**config.mk**
```make
export PLATFORM = sky130hd
export DESIGN_NAME = pix_pair_packer
export DESIGN_NICKNAME = d
export VERILOG_FILES = /design/src/rtl/pix_pair_packer.sv
export SDC_FILE = /design/constraint.sdc
export NUM_CORES = 1
export LEC_CHECK = 0
export CORE_MARGIN = 2
export CORE_UTILIZATION = 45
export CTS_CLUSTER_DIAMETER = 40
export CTS_CLUSTER_SIZE = 14
export DETAILED_ROUTE_END_ITERATION = 8
export PLACE_DENSITY_LB_ADDON = 0.15
export SLEW_MARGIN = 10
export SYNTH_ARGS = -nofsm -noshare
export SYNTH_HDL_FRONTEND = slang
export SYNTH_SLANG_ARGS = --single-unit
export TNS_END_PERCENT = 100
```
**constraint.sdc**
```tcl
create_clock -name CLK -period 4.35 [get_ports CLK]
set_input_delay 0.87 -clock CLK [delete_from_list [all_inputs] [get_ports CLK]]
set_output_delay 0.87 -clock CLK [all_outputs]
set_load 0.01 [all_outputs]
```
**src/rtl/pix_pair_packer.sv**
```systemverilog
// Packs filtered ADC sample pairs into tagged 32-bit words and buffers them in a
// small FIFO for the frame-buffer write path; tracks frame geometry and drop stats.
module pix_pair_packer #(
    parameter int ADC_WIDHT       = 14,
    parameter int PAIRS_PER_LINE  = 192,
    parameter int LINES_PER_FRAME = 288,
    parameter int FIFO_DEPTH      = 4
) (
    input  logic                 CLK,
    input  logic                 RESET_N,
    input  logic                 ENABLE,
    input  logic                 FRAME_START,
    input  logic                 IN_VALID,
    input  logic [ADC_WIDHT-1:0] IN_ADC1,
    input  logic [ADC_WIDHT-1:0] IN_ADC2,
    output logic [31:0]          OUT_DATA,
    output logic                 OUT_SOF,
    output logic                 OUT_EOL,
    output logic                 OUT_VALID,
    input  logic                 OUT_READY,
    output logic [15:0]          OVERFLOW_CNT,
    output logic [7:0]           GEOM_ERR_CNT,
    output logic                 BUSY
);
    localparam int AW = $clog2(FIFO_DEPTH);
    localparam int CW = $clog2(PAIRS_PER_LINE);
    localparam int RW = $clog2(LINES_PER_FRAME);

    typedef struct packed {
        logic        sof;
        logic        eol;
        logic [31:0] data;
    } word_t;

    typedef enum logic [1:0] {S_IDLE, S_WAIT_SOF, S_RUN} state_t;

    state_t        state;
    logic [CW-1:0] col;
    logic [RW-1:0] row;
    word_t         mem [FIFO_DEPTH];
    logic [AW-1:0] wr_ptr, rd_ptr;
    logic [AW:0]   count;

    logic          pop, full, restart, push_req, do_push, drop, last_col, last_pair;
    logic [CW-1:0] tag_col;
    logic [RW-1:0] tag_row;
    word_t         new_word;

    assign OUT_VALID = (count != '0);
    assign OUT_DATA  = mem[rd_ptr].data;
    assign OUT_SOF   = mem[rd_ptr].sof;
    assign OUT_EOL   = mem[rd_ptr].eol;
    assign BUSY      = (state == S_RUN);

    // An early FRAME_START retags a coincident pair as position (0,0).
    assign restart   = ENABLE && (state == S_RUN) && FRAME_START;
    assign push_req  = ENABLE && (state == S_RUN) && IN_VALID;
    assign tag_col   = restart ? '0 : col;
    assign tag_row   = restart ? '0 : row;
    assign last_col  = (tag_col == CW'(PAIRS_PER_LINE - 1));
    assign last_pair = last_col && (tag_row == RW'(LINES_PER_FRAME - 1));

    assign pop     = OUT_VALID && OUT_READY;
    assign full    = (count == (AW+1)'(FIFO_DEPTH));
    assign do_push = push_req && (!full || pop);
    assign drop    = push_req && full && !pop;

    assign new_word.sof  = (tag_col == '0) && (tag_row == '0);
    assign new_word.eol  = last_col;
    assign new_word.data = {16'(IN_ADC2), 16'(IN_ADC1)};

    always_ff @(posedge CLK or negedge RESET_N) begin
        if (!RESET_N) begin
            state        <= S_IDLE;
            col          <= '0;
            row          <= '0;
            GEOM_ERR_CNT <= '0;
        end else if (!ENABLE) begin
            state <= S_IDLE;
            col   <= '0;
            row   <= '0;
        end else begin
            case (state)
                S_IDLE: state <= S_WAIT_SOF;
                S_WAIT_SOF: begin
                    if (FRAME_START) begin
                        state <= S_RUN;
                        col   <= '0;
                        row   <= '0;
                    end
                end
                S_RUN: begin
                    if (FRAME_START) begin
                        if (GEOM_ERR_CNT != '1) GEOM_ERR_CNT <= GEOM_ERR_CNT + 8'd1;
                        col <= '0;
                        row <= '0;
                    end
                    // Geometry advances even when the pair is dropped.
                    if (IN_VALID) begin
                        if (last_pair) begin
                            state <= S_WAIT_SOF;
                            col   <= '0;
                            row   <= '0;
                        end else if (last_col) begin
                            col <= '0;
                            row <= tag_row + RW'(1);
                        end else begin
                            col <= tag_col + CW'(1);
                            row <= tag_row;
                        end
                    end
                end
                default: state <= S_IDLE;
            endcase
        end
    end

    always_ff @(posedge CLK or negedge RESET_N) begin
        if (!RESET_N) begin
            for (int i = 0; i < FIFO_DEPTH; i++) mem[i] <= '0;
            wr_ptr       <= '0;
            rd_ptr       <= '0;
            count        <= '0;
            OVERFLOW_CNT <= '0;
        end else begin
            if (do_push) begin
                mem[wr_ptr] <= new_word;
                wr_ptr      <= wr_ptr + AW'(1);
            end
            if (pop) rd_ptr <= rd_ptr + AW'(1);
            count <= count + (AW+1)'(do_push) - (AW+1)'(pop);
            if (drop && OVERFLOW_CNT != '1) OVERFLOW_CNT <= OVERFLOW_CNT + 16'd1;
        end
    end
endmodule
```
==> qor.yml, run 1 <==
status: "complete, no violations"
synth_top_cell_by_area: "dfrtp_1"
fp.dieH_um: 135.3
ys_seq_area_share_pct: 54.83
cts_tree: "done"
fillerInstances: 1399
p_total_mw: 4.761
path_max_fanout: 22
row_count: 48
ys_async_sr_fraction_pct: 100.0
combPwrFrac_pct: 24.6
seqPwrFrac_pct: 43.6
first_global_vias: 5135
fin_util_pct: 55.61
slew_headroom_pct: 32.98
dp_cells: 849
fmax_mhz: 309.0
coreArea_um2: 17060
cts_resized: 0
fin_skew_ps: 12.79
ios: 94
min_path_type: "reg -> reg"
slew_violations: 0
syn_to_final_growth_pct: 22.25
grt_max_degree: 106
vdd_drop_max_mv: 0.2961
critPathLaunch: "rd_ptr[0]$_DFFE_PN0P_"
ys_seq_elements: 170
power.switching_mw: 1.245
die_w_um: 135.3
overflow: 0
place_hpwl_um: 10250
grt_use_total_pct: 18.31
switching_share_pct: 26.15
critPathMaxStageDelay_ps: 610
drc: 0
cp_data_arrival_time_ps: 2370
start_util_pct: 45.49
worst_pin_slew_ps: 1005
vias_per_cell: 5.452
setup-violations-final: 0
worst-path-buf-inv: 2
r2r_slack_ps: 1820
cp.required_ps: 3480
maxCapViolCount: 0
fin_crit_sh_pct: 74.40
cp-start-kind: "flip-flop"
finalHoldViolCount: 0
htree_num_levels: 4
synth_common_cells: "dfrtp_1 (170), mux2_2 (123), nand2_1 (33)"
antennaDiodeCount: 0
place_area_um2: 8892
root_buffer: "clkbuf_16"
end_kind: "output port"
cts_setup_buffers: 0
crit_family: "buffers and inverters"
min_period_ps: 3236
drive_above_1_share_pct: 30.95
layout.cells.non_filler: 881
wl_um: 15430
cts_made_buffers: 17
nets: 687
clk_pin_slew_ps: 60
grt_pass1_wl_um: 26120
critPathKind: "reg -> out"
io_buffers: 89
synth-edff-count: 0
yosys.area.top_type_share_pct: 54.83
first_pass_iters: 5
avgSynthCellArea_um2: 14.08
regArea_um2: 4255
antenna_found_initial: 0
fin_area_um2: 9485
worstHoldEndpoint: "OVERFLOW_CNT[5]$_DFFE_PN0P_"
routabilityCongestion: 0.7883
clk_latency_ps: 430
finalSetupTns_ps: 0
crit_slowest_cell: "dfrtp_2"
clock_sinks: 170
multi_input_area_um2: 3319
r2r-start: "state[0]$_DFFE_PN0P_"
ys_types: 50
power.internal_mw: 3.516
hold_path_depth: 1
syn_area_um2: 7759
reg2reg_depth: 9
drtAntennaViolNets: 0
leakage_nw: 4.365
synthFlopType: "dfrtp_1"
r2r-end: "count[2]$_DFF_PN0_"
hp-start: "OVERFLOW_CNT[5]$_DFFE_PN0P_"
yosysMostFrequentCell: "dfrtp_1"
cts_hold_buf: 0
ctsLongestPathBuffers: 2
path_cells: "buf_12, mux4_2, clkdlybuf4s50_1"
ys_warn_count: 0
die-area_um2: 18310
synth_cells: 551
powerDensity_nw_per_um2: 502.0
detail_route.wl_per_cell_um: 17.52
clkPwrFrac_pct: 31.8
initialDrtViolationCount: 272
num_vias: 4803
rsz0062_at_grt: "no"
synthTopCellsByArea: "dfrtp_1 (55%), mux2_2 (18%), mux4_2 (8.7%)"
## registers in the layout, indices dropped and copies added, names as in the netlist
signal        flops
GEOM_ERR_CNT      8
row               9
rd_ptr            2
state             2
col               8
count             3
wr_ptr            2
OVERFLOW_CNT     16
mem             120
## metrics by stage
stage / worst slack, ps / hold slack (ps)
global route: 957.6 / 516.6
floorplan: 1695 / 459.8
detailed placement: 875.8 / 488.0
finish: 1114 / 499.8
CTS: 1028 / 501.9
global placement: 980.9 / 476.3
## cell usage in the layout, fill, tap and decap left out, types with 9 or more instances in the layout
master / Yosys / layout
nand2_1: 33 / 33
inv_1: 11 / 11
mux2_2: 123 / 123
buf_4: 5 / 11
nand4_1: 10 / 10
clkdlybuf4s50_1: 0 / 88
nand3_1: 14 / 14
xnor2_1: 16 / 16
a21oi_1: 9 / 9
dfrtp_1: 170 / 169
ha_1: 9 / 9
clkbuf_16: 0 / 17
o21ai_0: 12 / 12
xor2_1: 12 / 12
nor2_1: 13 / 13
mux4_2: 30 / 30
## kinds of logic after synthesis
| logic type | Yosys count | share of synthesized area [%] |
|---|---|---|
| AO/OA/AOI/OAI | 45 | 3.838 |
| XOR/XNOR | 28 | 3.161 |
| adder cells (fa/ha/maj) | 10 | 1.709 |
| buffers and inverters | 42 | 2.532 |
| flip-flops | 170 | 54.83 |
| multiplexers | 155 | 26.82 |
| other | 1 | 0.04833 |
| AND/OR/NAND/NOR | 100 | 7.063 |
## power by group through the flow
stage          Clock [mW]  Sequential, mW  Combinational [mW]
2_1_floorplan           0            2.01               0.776
3_3_place_gp            0            2.09                1.16
3_5_place_dp            0            2.11                1.20
4_1_cts              1.56            2.08                1.20
5_1_grt              1.62            2.12                1.28
6_report             1.51            2.08                1.17
## final cells by class
cell class	count	share of cell area (%)
Inverter	11	0.4353
Tap cell	225	2.968
Multi-Input combinational cell	342	35.00
Sequential cell	170	44.86
Timing Repair Buffer	101	10.49
Clock buffer	20	4.709
Clock inverter	12	1.543
## routing by layer
layer,share of wire (%),GRT usage [%],routed length [um],vias to the layer above
met2,52,31.13,7993,97
li1,-,-,-,2202
met1,43,23.39,6685,2487
met3,3.5,4.040,533,17
met5,0,0,0,-
met4,1.4,6.134,219,0
## worst max-delay path by stage
stage                    endpoint  cells past startpoint
6_report             OUT_DATA[29]                      3
5_1_grt              OUT_DATA[13]                      3
4_1_cts              OUT_DATA[29]                      3
3_5_place_dp   count[2]$_DFF_PN0_                     10
3_3_place_gp   count[2]$_DFF_PN0_                     10
2_1_floorplan  count[2]$_DFF_PN0_                      9
Note: power is estimated with default switching activity, not from simulation.
==> run 2: changes to the inputs <==
- clock period: 4.35 -> 3.25 ns (I/O delays scaled with it)
==> run 2 against run 1 <==
Compared with the run above:
- final area rose by 0.53%
- sequential share of layout area fell by 0.24 points
- die area did not move
- critical path depth did not move
- largest power group unchanged
- critical endpoint is now OUT_DATA[12]
- hold slack got worse by 350 ps
- highest routed layer unchanged
- flip-flop and latch count did not move
- largest cell class unchanged
==> qor.yml, run 2 (same netlist as run 1, synthesis figures left out) <==
r2r-start: "count[0]$_DFF_PN0_"  # was state[0]$_DFFE_PN0P_
ctsLongestPathBuffers: 2  # unchanged
finalHoldViolCount: 0  # unchanged
coreArea_um2: 17060  # unchanged
die-area_um2: 18310  # unchanged
final_cell_mix: "dfrtp_1 (169), mux2_2 (123), clkdlybuf4s50_1 (88)"  # unchanged
hold_ws_ps: 150.3  # was 499.8 ps
grt_pass1_wl_um: 25230  # was 26120 um
drc: 0  # unchanged
min_period_ps: 2938
layout.cells.non_filler: 883  # was 881
routabilityCongestion: 0.7672  # was 0.7883
layout_setup_ws_ps: 312.5  # was 1114 ps
leakage_nw: 4.393  # was 4.365 nW
grt_max_degree: 67  # was 106
critPathKind: "reg -> out"  # unchanged
critPathLaunch: "rd_ptr[0]$_DFFE_PN0P_"  # unchanged
vdd_drop_max_mv: 0.4017  # was 0.2961 mV
slew_violations: 0  # unchanged
first_pass_iters: 4  # was 5
vias_per_cell: 5.410  # was 5.452
rsz0062_at_grt: "no"  # unchanged
final_common_cell: "dfrtp_1"  # unchanged
cp_data_arrival_time_ps: 2290  # was 2370 ps
io_buffers: 89  # unchanged
fmax_mhz: 340.4
largest_register_ffs: 120  # unchanged
dp_cells: 851  # was 849
slew_headroom_pct: 50.59  # was 32.98%
finalSetupTns_ps: 0  # unchanged
root_buffer: "clkbuf_16"  # unchanged
cp-start-kind: "flip-flop"  # unchanged
fin_crit_sh_pct: 90.38
largest-register: "mem"  # unchanged
clk_pin_slew_ps: 60  # about the same
wl_um: 15490  # was 15430 um
syn_to_final_growth_pct: 22.90  # was 22.25%
cts_made_buffers: 17  # unchanged
cts_hold_buf: 0  # unchanged
num_vias: 4777  # was 4803
place_area_um2: 8945  # was 8892 um2
fin_skew_ps: 9.791  # was 12.79 ps
first_global_vias: 4986  # was 5135
setup-violations-final: 0  # unchanged
dp_slack_ps: 283.3  # was 875.8 ps
nets: 689  # was 687
status: "complete, no violations"  # unchanged
powerDensity_nw_per_um2: 666.9  # was 502.0 nW/um2
grt_use_total_pct: 17.88  # was 18.31%
worst_pin_slew_ps: 730.9  # was 1005 ps
p_total_mw: 6.359  # was 4.761 mW
antenna_found_initial: 0  # unchanged
place_hpwl_um: 10010  # was 10250 um
detail_route.wl_per_cell_um: 17.54  # was 17.52 um
initialDrtViolationCount: 217  # was 272
start_util_pct: 45.49  # unchanged
fin_util_pct: 55.91  # was 55.61%
clock_sinks: 170  # unchanged
cts_resized: 0  # unchanged
min_path_type: "in -> async"  # was reg -> reg
cts_setup_buffers: 0  # unchanged
fp.dieH_um: 135.3  # unchanged
overflow: 0  # unchanged
maxCapViolCount: 0  # unchanged
fin_area_um2: 9535  # was 9485 um2
antennaDiodeCount: 0  # unchanged
end_kind: "output port"  # unchanged
cp.required_ps: 2600  # was 3480 ps
die_w_um: 135.3  # unchanged
path_max_fanout: 26  # was 22
r2r_slack_ps: 910  # was 1820 ps
clk_latency_ps: 420  # was 430 ps
ios: 94  # unchanged
drive_above_1_share_pct: 31.31  # was 30.95%
top_regs: "mem: 120 flops, OVERFLOW_CNT: 16 flops, row: 9 flops"  # unchanged
drtAntennaViolNets: 0  # unchanged
htree_num_levels: 4  # unchanged
cts_tree: "done"  # unchanged
row_count: 48  # unchanged
[run 2: cell count changes in the layout (fill, tap and decap cells not counted), sizes merged]
cell,change
buf,+2
inv,-1
clkinv,+1
bufinv,-1
clkbuf,+1
[run 2: layout make-up]
type	count	area (um2)
clock buffers	21	470.5
clock inverters	11	120.1
fillers	1416	7521
inverters	11	41.29
multi-input cells	342	3319
flip-flops and latches	170	4255
well taps	225	281.5
repair buffers	103	1047
[run 2: path summary, 6_finish.rpt]
check / depth (start not counted) / to
setup reg to reg: 8 / count[2]$_DFF_PN0_
setup / recovery: 3 / OUT_DATA[12]
hold reg to reg: 1 / GEOM_ERR_CNT[5]$_DFFE_PN0P_
max in group asynchronous: 2 / rd_ptr[0]$_DFFE_PN0P_
min in group CLK: 1 / GEOM_ERR_CNT[5]$_DFFE_PN0P_
hold / removal: 1 / mem[108]$_DFFE_PN0P_
[run 2: routing by layer]
| layer | global-route usage, % | vias up | wire (um) |
|---|---|---|---|
| met2 | 29.16 | 93 | 7683 |
| met1 | 24.17 | 2473 | 7136 |
| li1 | - | 2203 | - |
| met3 | 4.040 | 8 | 561 |
| met5 | 0 | - | 0 |
| met4 | 5.266 | 0 | 110 |
[run 2: critical path, cell delays in order, from the launching register on]
cell,delay [ps]
dfrtp_2,510
buf_12,280
mux4_2,570
clkdlybuf4s50_1,500
[run 2: power by group]
part | internal, mW | total, mW | switching [mW]
Sequential | 2.51 | 2.73 | 0.226
Combinational | 0.982 | 1.62 | 0.642
Clock | 1.19 | 2.00 | 0.815
Total | 4.68 | 6.36 | 1.68
==> run 3: changes to the inputs <==
- CTS_CLUSTER_DIAMETER: 40 -> not set
==> results of run 3 <==
No change in the layout: final DEF, timing and power equal those of run 2.
==> RTL change: new RTL, settings of run 2 <==
The parameter `PAIRS_PER_LINE` goes from 192 to 384.
--- a/src/rtl/pix_pair_packer.sv
+++ b/src/rtl/pix_pair_packer.sv
@@ -3,5 +3,5 @@
 module pix_pair_packer #(
     parameter int ADC_WIDHT       = 14,
-    parameter int PAIRS_PER_LINE  = 192,
+    parameter int PAIRS_PER_LINE  = 384,
     parameter int LINES_PER_FRAME = 288,
     parameter int FIFO_DEPTH      = 4
Check against the original RTL: no difference found for any inputs over 4 cycles, from zero or initial values and one cycle with RESET_N low; that may be too few to reach the edited logic, so the function may still have changed.
==> RTL change against run 2 <==
- routed wire length increased by 8.0%
- maximum frequency up 2.3%
- sequential power barely moved
- power grew 3.0%
- critical path type unchanged
- critical path depth unchanged
- worst hold slack improved by 0.12 ns
- largest cell class unchanged
- sequential cell count rose by 1
- die area grew 5.0%
- worst setup slack better by 0.066 ns
- synthesized area up 5.2%
- core utilization shrank 0.92 points
- clock power increased by 7%
- largest power group unchanged
- design area grew 3.2%
- non-clock buffer count is the same
==> RTL change: results (changes against run 2) <==
[metrics] drt first-iter violations: 260 (+20%)
[metrics] DP Area: 9223 um2 (+3.1%)
[metrics] WP data arrival: 2.22 ns (-0.07 ns)
[metrics] sequential cell area fraction in the yosys report: 52.45% (-2.4 points)
[metrics] xor/xnor cell area share of the yosys netlist: 2.576% (-0.58 points)
[metrics] worst slew slack as a fraction of its limit: 48.97% (-1.6 points)
[metrics] Inst Count DP: 889 (+4.5%)
[metrics] Post-Layout Inst Area: 9843 um2 (+3.2%)
[metrics] maximum number of pins on one net before global-route repair: 83 (+24%)
[metrics] post-layout total power: 6.548 mW (+3.0%)
[metrics] top post-synthesis cells by count: sky130_fd_sc_hd__dfrtp_1 (171), sky130_fd_sc_hd__mux2_2 (100), sky130_fd_sc_hd__mux4_2 (30), sky130_fd_sc_hd__nand2_1 (30), sky130_fd_sc_hd__o21ai_0 (22)
[metrics] Clk pwr share: 32.7% (+1.2 points)
[metrics] clock skew after layout: 0.009859 ns (+0.00006847 ns)
[metrics] number of vias per cell after detailed routing: 5.573 (+3.0%)
[metrics] filler instances: 1486 (+4.9%)
[metrics] number of global-route vias before repair: 5354 (+7.4%)
[metrics] Cell Count, Final, Fillers Out: 921 (+4.3%)
[metrics] Synth Register Bits: 171 (+0.59%)
[metrics] placer's final routability congestion estimate: 0.8425 (+9.8%)
[metrics] biggest area contributors in the synthesized netlist: sky130_fd_sc_hd__dfrtp_1 (52%), sky130_fd_sc_hd__mux2_2 (14%), sky130_fd_sc_hd__mux4_2 (8.3%), sky130_fd_sc_hd__mux2_1 (2.6%), sky130_fd_sc_hd__xnor2_1 (1.8%)
[metrics] cell leakage power: 4.616 nW (+5.1%)
[metrics] Compound-Gate Fraction of Synth Area: 5.352% (+1.5 points)
[metrics] post-detail-place hpwl: 11.04 mm (+10%)
[metrics] fraction of final layout cells sized beyond drive strength 1: 28.18% (-3.1 points)
[metrics] largest registers ranked by flip-flop count: mem x120, OVERFLOW_CNT x16
[metrics] run status: complete, no violations
[metrics] sw frac: 26.92% (+0.45 points)
[metrics] critical path peak fanout: 19 (-27%)
[metrics] worst slack after detailed placement: 0.1826 ns (-0.1007 ns)
[metrics] Synth cell types: 59 (+18%)
[metrics] routed wire length: 16.73 mm (+8.0%)
## RTL change: cell count changes after synthesis, moves of 9 or more
cell                             run 2  this run
sky130_fd_sc_hd__o21ai_0            12        22
sky130_fd_sc_hd__buf_6               0        12
sky130_fd_sc_hd__mux2_2            123       100
sky130_fd_sc_hd__buf_2              16         7
sky130_fd_sc_hd__mux2_1              0        19
## RTL change: layout make-up
class | count | share of cell area (%)
Tap cell | 229 | 2.911
Multi-Input combinational cell | 374 | 36.58
Sequential cell | 171 | 43.49
Clock buffer | 17 | 4.322
Timing Repair Buffer | 103 | 10.26
Inverter | 12 | 0.4576
Clock inverter | 15 | 1.983
## RTL change: path summary, 6_finish.rpt
check / start / to / slack, ns / cells past startpoint
worst max-delay path: rd_ptr[0] / OUT_DATA[18] / 0.38 / 3
max in group asynchronous: RESET_N / OVERFLOW_CNT[5] / 2.10 / 2
worst min-delay path: RESET_N / mem[51] / 0.27 / 1
worst max register to register: state[1] / row[5] / 0.84 / 9
worst min register to register: mem[32] / mem[32] / 0.49 / 2
min in group CLK: mem[32] / mem[32] / 0.49 / 2
## RTL change: cell families (layout without fill, tap and decap cells)
kind of cell | Yosys count | count (layout)
multiplexers | 149 | 149
XOR/XNOR | 24 | 24
flip-flops | 171 | 171
other | 1 | 4
buffers and inverters | 43 | 147
adder cells (fa/ha/maj) | 11 | 11
AO/OA/AOI/OAI | 63 | 63
AND/OR/NAND/NOR | 123 | 123
## RTL change: worst max-delay path, delay by kind of cell (launching register included)
kind     cells  cell delay (ns)
buf+inv      2             0.88
mux          1             0.56
flops        1             0.35
## RTL change: per-layer routing
metal	share of wire [%]	routed length [um]	vias to the layer above	GRT usage (%)
met1	44	7442	2681	23.18
met2	52	8615	103	31.24
met5	0	0	-	0
met4	0.72	121	0	4.147
met3	3.3	548	10	4.489
li1	-	-	2339	-
